<file path="config.mk">
export PLATFORM = sky130hd
export DESIGN_NAME = seq_stage_ctrl
export DESIGN_NICKNAME = d
export VERILOG_FILES = /design/src/rtl/y86_pkg.sv /design/src/rtl/seq_next_pc.sv /design/src/rtl/seq_stage_ctrl.sv
export SDC_FILE = /design/constraint.sdc
export NUM_CORES = 1
export LEC_CHECK = 0
export ABC_CLOCK_PERIOD_IN_PS = 2300
export BUFFER_PORTS_ARGS = -buffer_cell sky130_fd_sc_hd__buf_2
export CORE_AREA = 2 2 120 122
export CTS_CLUSTER_DIAMETER = 50
export DETAILED_ROUTE_END_ITERATION = 8
export DIE_AREA = 0 0 122 124
export PLACE_DENSITY = 0.73
export REMOVE_ABC_BUFFERS = 1
export SYNTH_ARGS = -nofsm -noshare
export SYNTH_HDL_FRONTEND = slang
export SYNTH_SLANG_ARGS = --single-unit
</file>
<file path="constraint.sdc">
create_clock -name clk -period 2.3 [get_ports clk]
set_input_delay 0.46 -clock clk [delete_from_list [all_inputs] [get_ports clk]]
set_output_delay 0.46 -clock clk [all_outputs]
set_load 0.005 [all_outputs]
</file>
<file path="src/rtl/y86_pkg.sv">
// Shared Y86-64 definitions: widths, instruction codes, status codes and the
// sequential controller state enumeration.
package y86_pkg;

    localparam int unsigned ADDR_W  = 64;
    localparam int unsigned ICODE_W = 4;
    localparam int unsigned STAT_W  = 3;
    localparam int unsigned COUNT_W = 32;
    localparam int unsigned STAGE_N = 5;

    localparam logic [ICODE_W-1:0] ICODE_HALT   = 4'h0;
    localparam logic [ICODE_W-1:0] ICODE_NOP    = 4'h1;
    localparam logic [ICODE_W-1:0] ICODE_RRMOVQ = 4'h2;
    localparam logic [ICODE_W-1:0] ICODE_IRMOVQ = 4'h3;
    localparam logic [ICODE_W-1:0] ICODE_RMMOVQ = 4'h4;
    localparam logic [ICODE_W-1:0] ICODE_MRMOVQ = 4'h5;
    localparam logic [ICODE_W-1:0] ICODE_OPQ    = 4'h6;
    localparam logic [ICODE_W-1:0] ICODE_JXX    = 4'h7;
    localparam logic [ICODE_W-1:0] ICODE_CALL   = 4'h8;
    localparam logic [ICODE_W-1:0] ICODE_RET    = 4'h9;
    localparam logic [ICODE_W-1:0] ICODE_PUSHQ  = 4'hA;
    localparam logic [ICODE_W-1:0] ICODE_POPQ   = 4'hB;

    localparam logic [STAT_W-1:0] STAT_AOK = 3'd1;
    localparam logic [STAT_W-1:0] STAT_HLT = 3'd2;
    localparam logic [STAT_W-1:0] STAT_ADR = 3'd3;
    localparam logic [STAT_W-1:0] STAT_INS = 3'd4;

    typedef enum logic [2:0] {
        S_IDLE      = 3'd0,
        S_FETCH     = 3'd1,
        S_DECODE    = 3'd2,
        S_EXECUTE   = 3'd3,
        S_MEMORY    = 3'd4,
        S_WRITEBACK = 3'd5,
        S_PCUPD     = 3'd6,
        S_HALTED    = 3'd7
    } state_t;

    typedef struct packed {
        logic f;
        logic d;
        logic e;
        logic m;
        logic w;
    } stage_en_t;

    // Stage enable pattern for a given controller state (at most one bit set).
    function automatic stage_en_t stage_enables(input state_t s);
        stage_en_t en;
        en   = '0;
        en.f = (s == S_FETCH);
        en.d = (s == S_DECODE);
        en.e = (s == S_EXECUTE);
        en.m = (s == S_MEMORY);
        en.w = (s == S_WRITEBACK);
        return en;
    endfunction

    function automatic logic state_busy(input state_t s);
        return (s != S_IDLE) && (s != S_HALTED);
    endfunction

endpackage

</file>
<file path="src/rtl/seq_next_pc.sv">
// Next-PC selection from the latched icode and condition flag; purely
// combinational so the pipelined core can reuse it.
module seq_next_pc
    import y86_pkg::*;
(
    input  logic [ICODE_W-1:0] icode,
    input  logic               cnd,
    input  logic [ADDR_W-1:0]  val_c,
    input  logic [ADDR_W-1:0]  val_p,
    input  logic [ADDR_W-1:0]  val_m,
    output logic [ADDR_W-1:0]  next_pc_c
);

    always_comb begin
        next_pc_c = val_p;
        case (icode)
            ICODE_CALL: next_pc_c = val_c;
            ICODE_RET:  next_pc_c = val_m;
            ICODE_JXX:  next_pc_c = cnd ? val_c : val_p;
            default:    next_pc_c = val_p;
        endcase
    end

endmodule

</file>
<file path="src/rtl/seq_stage_ctrl.sv">
// Sequential Y86-64 stage controller: walks one instruction through the six
// stages, selects the next PC, counts retirements and traps on exceptions.
module seq_stage_ctrl
    import y86_pkg::*;
#(
    parameter logic [ADDR_W-1:0] RESET_PC = 64'd0
) (
    input  logic                clk,
    input  logic                rst_n,
    input  logic                run,
    input  logic                step,
    input  logic [ICODE_W-1:0]  icode,
    input  logic                imem_error,
    input  logic                invalid_instr,
    input  logic                dmem_error,
    input  logic                cnd,
    input  logic [ADDR_W-1:0]   valC,
    input  logic [ADDR_W-1:0]   valP,
    input  logic [ADDR_W-1:0]   valM,
    output logic [ADDR_W-1:0]   PC,
    output logic                en_f,
    output logic                en_d,
    output logic                en_e,
    output logic                en_m,
    output logic                en_w,
    output logic [STAT_W-1:0]   stat,
    output logic                busy,
    output logic [COUNT_W-1:0]  instr_count
);

    state_t              state;
    state_t              next_state;
    logic [STAT_W-1:0]   next_stat;
    stage_en_t           next_en;
    logic                next_busy;
    logic [ICODE_W-1:0]  icode_q;
    logic                cnd_q;
    logic [ADDR_W-1:0]   next_pc_c;

    seq_next_pc u_next_pc (
        .icode     (icode_q),
        .cnd       (cnd_q),
        .val_c     (valC),
        .val_p     (valP),
        .val_m     (valM),
        .next_pc_c (next_pc_c)
    );

    always_ff @(posedge clk or negedge rst_n) begin
        if (!rst_n) begin
            state <= S_IDLE;
        end else begin
            state <= next_state;
        end
    end

    // Next state, exception status and the registered-output look-ahead.
    always_comb begin
        next_state = state;
        next_stat  = stat;
        case (state)
            S_IDLE: begin
                if (run || step) begin
                    next_state = S_FETCH;
                end
            end
            S_FETCH: begin
                if (imem_error) begin
                    next_state = S_HALTED;
                    next_stat  = STAT_ADR;
                end else if (invalid_instr) begin
                    next_state = S_HALTED;
                    next_stat  = STAT_INS;
                end else if (icode == ICODE_HALT) begin
                    next_state = S_HALTED;
                    next_stat  = STAT_HLT;
                end else begin
                    next_state = S_DECODE;
                end
            end
            S_DECODE:  next_state = S_EXECUTE;
            S_EXECUTE: next_state = S_MEMORY;
            S_MEMORY: begin
                if (dmem_error) begin
                    next_state = S_HALTED;
                    next_stat  = STAT_ADR;
                end else begin
                    next_state = S_WRITEBACK;
                end
            end
            S_WRITEBACK: next_state = S_PCUPD;
            S_PCUPD:     next_state = run ? S_FETCH : S_IDLE;
            S_HALTED:    next_state = S_HALTED;
            default:     next_state = S_IDLE;
        endcase
        next_en   = stage_enables(next_state);
        next_busy = state_busy(next_state);
    end

    // Enables and busy are registered one state ahead so they line up with state.
    always_ff @(posedge clk or negedge rst_n) begin
        if (!rst_n) begin
            en_f <= 1'b0;
            en_d <= 1'b0;
            en_e <= 1'b0;
            en_m <= 1'b0;
            en_w <= 1'b0;
            busy <= 1'b0;
            stat <= STAT_AOK;
        end else begin
            en_f <= next_en.f;
            en_d <= next_en.d;
            en_e <= next_en.e;
            en_m <= next_en.m;
            en_w <= next_en.w;
            busy <= next_busy;
            stat <= next_stat;
        end
    end

    // Instruction context latches; cnd is frozen once EXECUTE ends.
    always_ff @(posedge clk or negedge rst_n) begin
        if (!rst_n) begin
            icode_q <= '0;
            cnd_q   <= 1'b0;
        end else begin
            if (state == S_FETCH) begin
                icode_q <= icode;
            end
            if (state == S_EXECUTE) begin
                cnd_q <= cnd;
            end
        end
    end

    // PC and retirement count only move when an instruction completes PCUPD.
    always_ff @(posedge clk or negedge rst_n) begin
        if (!rst_n) begin
            PC          <= RESET_PC;
            instr_count <= '0;
        end else if (state == S_PCUPD) begin
            PC          <= next_pc_c;
            instr_count <= instr_count + COUNT_W'(1);
        end
    end

endmodule

</file>
==> metrics <==
Post-Synth Simple-Gate Area 19.1%; area grow syn2layout 43.2%; Slew HR 38.9%; Util after Layout 56.6%; share of layout cells above drive strength 1 42.0%; Remaining Overflow, GRT 0; Iteration-0 DRC Markers 424; Final Skew 0.00646 ns; cell area power density 1210 nW/um^2; Synth Register Bits 113; via-per-instance ratio 5.35; HP Class in2reg; LEAKAGE 0.00368 uW; CTS sink cnt 113; largest family of logic cells by synthesized area simple AND/OR/NAND/NOR gates; drt pass-1 iters 5; min-delay src icode[2]; filler-free cell count of the finished design 1061; die area 15100 sq um; crit path cell chain nor2b_1 > a41oi_4 > buf_4 > a221oi_1 > a21oi_1; IO Pins 309; total track usage 23.8%; vias in the first global route 5363; reg2reg start icode_q[3]; Post-Synth Adder-Cell Area 0.231%; family with the most delay on the worst path compound AO/OA/AOI/OAI gates; VDD IR max 0.000880 V; worst slack, placed 0.0984 ns; # fillers 1259; Detailed Place HPWL 13.7 mm; Placer Congestion 0.837; Final WS setup 0.207 ns; Post-route DRC 0; root buffer cell clkbuf_16; TritonCTS clock tree yes; Seq/Total Area, Yosys 52.1%; status completed; CTS max path bufs 2; row count 43; WL final 18.9 mm; Post-DRT Antenna Nets 0; CP startpoint icode_q[3]; wire per inst 17.8 um; critical path type reg2reg; Initial Util 39.5%; Arr. time, crit path 2.39 ns; antenna violations before repair 3; CTS HTree Levels 4; Max Cap Viol 0; max-slew violations 0; crit-path max cell delay 0.40 ns; Hold Fails Final Rpt 0; yosys warns 0; Die Y 124 um; RSZ-0062 raised after global routing false; crit path max fanout 26; final setup TNS 0 ns; Vias 5678; Tightest Pin Transition 0.917 ns; Critical Path Sink Type flop; port bufs 308; Cell variety after synth 45; Achievable Freq 478 MHz; Critical Path RT 2.59 ns; worst skew pair latency 0.42 ns; largest net degree at the start of global routing 38; core area 13700 sq um; placed insts 1025; Post-Synthesis Cells 557; Cell Area, Synth 5430 sq um; Period minus WS final 2.09 ns; Final Power 9380 uW; syn avg cell area 9.74 sq um; WP buf/inv 1; mux cell area share after synthesis 0.208%; first-pass GRT wire length 27.6 mm; setup bufs post-CTS 0; fin crit share 91.0%; Slowest cell on crit path dfrtp_1; clock-pin transition on the worst setup and hold timing paths 0.05 ns; die width 122 um; Compound-Gate Fraction of Synth Area 18.5%; Post-Synth XOR/XNOR Area 5.00%; final setup violation count 0; CTS buffer count 17; CP Launch Type flop; Final #Nets 1071
## placed cells by master, fill, tap and decap left out, types with 4 or more instances in the layout
cell       netlist  final
clkbuf_16        0     17
a21oi_1         67     67
and2_1           5      4
clkbuf_1         8      4
nand3_1         10     10
and3_1           5      5
xor2_1           5      5
buf_2           20    307
nand2_1         88     88
nor3_1           6      6
nand4_1         14     14
clkbuf_8         0      6
a221oi_1        64     64
xnor2_1         26     26
nor2_1          71     70
buf_4            3     18
dfrtp_1        112    112
inv_1            5      5
## synth_stat cells, drive strengths merged
library cell  number  area share (%)
a211oi             1            0.14
a21oi             67             6.2
a221oi            64              10
a31o               1            0.16
a31oi              1            0.12
a41o               1            0.18
a41oi              1            0.30
and2               5            0.58
and3               5            0.58
and4               2            0.32
buf               32             4.0
clkbuf             8            0.55
dfrtp            112              52
dfstp              1            0.48
ha                 1            0.23
inv                5            0.35
mux2               1            0.21
nand2             88             6.1
nand2b             1            0.12
nand3             11             1.1
nand3b             3            0.42
nand4             14             1.6
nand4b             2            0.60
nor2              71             4.9
nor2b              3            0.35
nor3               7            0.74
nor3b              3            0.42
nor4               5            0.97
nor4b              1            0.16
o21a               1            0.14
o21ai              3            0.28
o31ai              2            0.28
o32a               1            0.18
o41ai              1            0.16
or3                1            0.12
xnor2             26             4.2
xor2               5            0.81
## report_power, final
group / internal (uW) / switching (uW) / leakage (uW)
Sequential: 2750 / 507 / 0.00135
Clock: 1650 / 871 / 0.000279
Combinational: 1520 / 2090 / 0.00205
## path summary, 6_finish.rpt
check                                        to  slack (ns)  cells past startpoint
min in group asynchronous        instr_count[9]        0.55                      2
worst max register to register           PC[35]        0.21                      5
worst min register to register  instr_count[31]        0.47                      1
worst min-delay path                 icode_q[2]        0.25                      3
max in group asynchronous               stat[0]        1.06                      3
worst max-delay path                     PC[35]        0.21                      5
## cell type report
| class | count | area (sq um) | area share, % |
|---|---|---|---|
| Timing Repair Buffer | 329 | 1740 | 22.4 |
| Sequential cell | 113 | 2830 | 36.4 |
| Clock buffer | 27 | 523 | 6.73 |
| Antenna cell | 3 | 7.51 | 0.0967 |
| Inverter | 5 | 18.8 | 0.242 |
| Tap cell | 180 | 225 | 2.90 |
| Clock inverter | 4 | 47.5 | 0.612 |
| Multi-Input combinational cell | 400 | 2370 | 30.6 |
## flip-flops by register name (all words and copies together), names as in the netlist, 3 cells and up
register     flops
stat             3
icode_q          4
instr_count     32
PC              64
state            3
## tightest hold or removal path, stage by stage
cell	delay, ns
buf_2	0.09
nand2_1	0.04
nand2_1	0.04
## stage by stage
step,instance area [sq um],hold WS (ns)
after floorplan,5180,0.164
after global placement,7160,0.444
after detailed placement,7160,0.442
after CTS,7740,0.242
after global routing,7770,0.258
final,7770,0.255
## per-layer routing
metal / up-vias / global-route usage [%] / share of wire (%)
li1: 2647 / - / -
met1: 2729 / 29.6 / 40
met2: 271 / 38.7 / 49
met3: 31 / 6.55 / 8.4
met4: 0 / 10.8 / 2.4
met5: - / 0 / 0
## cells by family after synthesis
family	after synthesis
adder cells (fa/ha/maj)	1
AND/OR/NAND/NOR	222
AO/OA/AOI/OAI	144
multiplexers	1
buffers and inverters	45
flip-flops	113
XOR/XNOR	31
## timing repair
action | CTS | global route
gates resized for setup | 0 | 1
endpoints found under the hold margin | 11 | 0
endpoints found under the setup margin | 0 | 17
hold buffers | 1 | 0
Power figures use the tool's default switching activity.
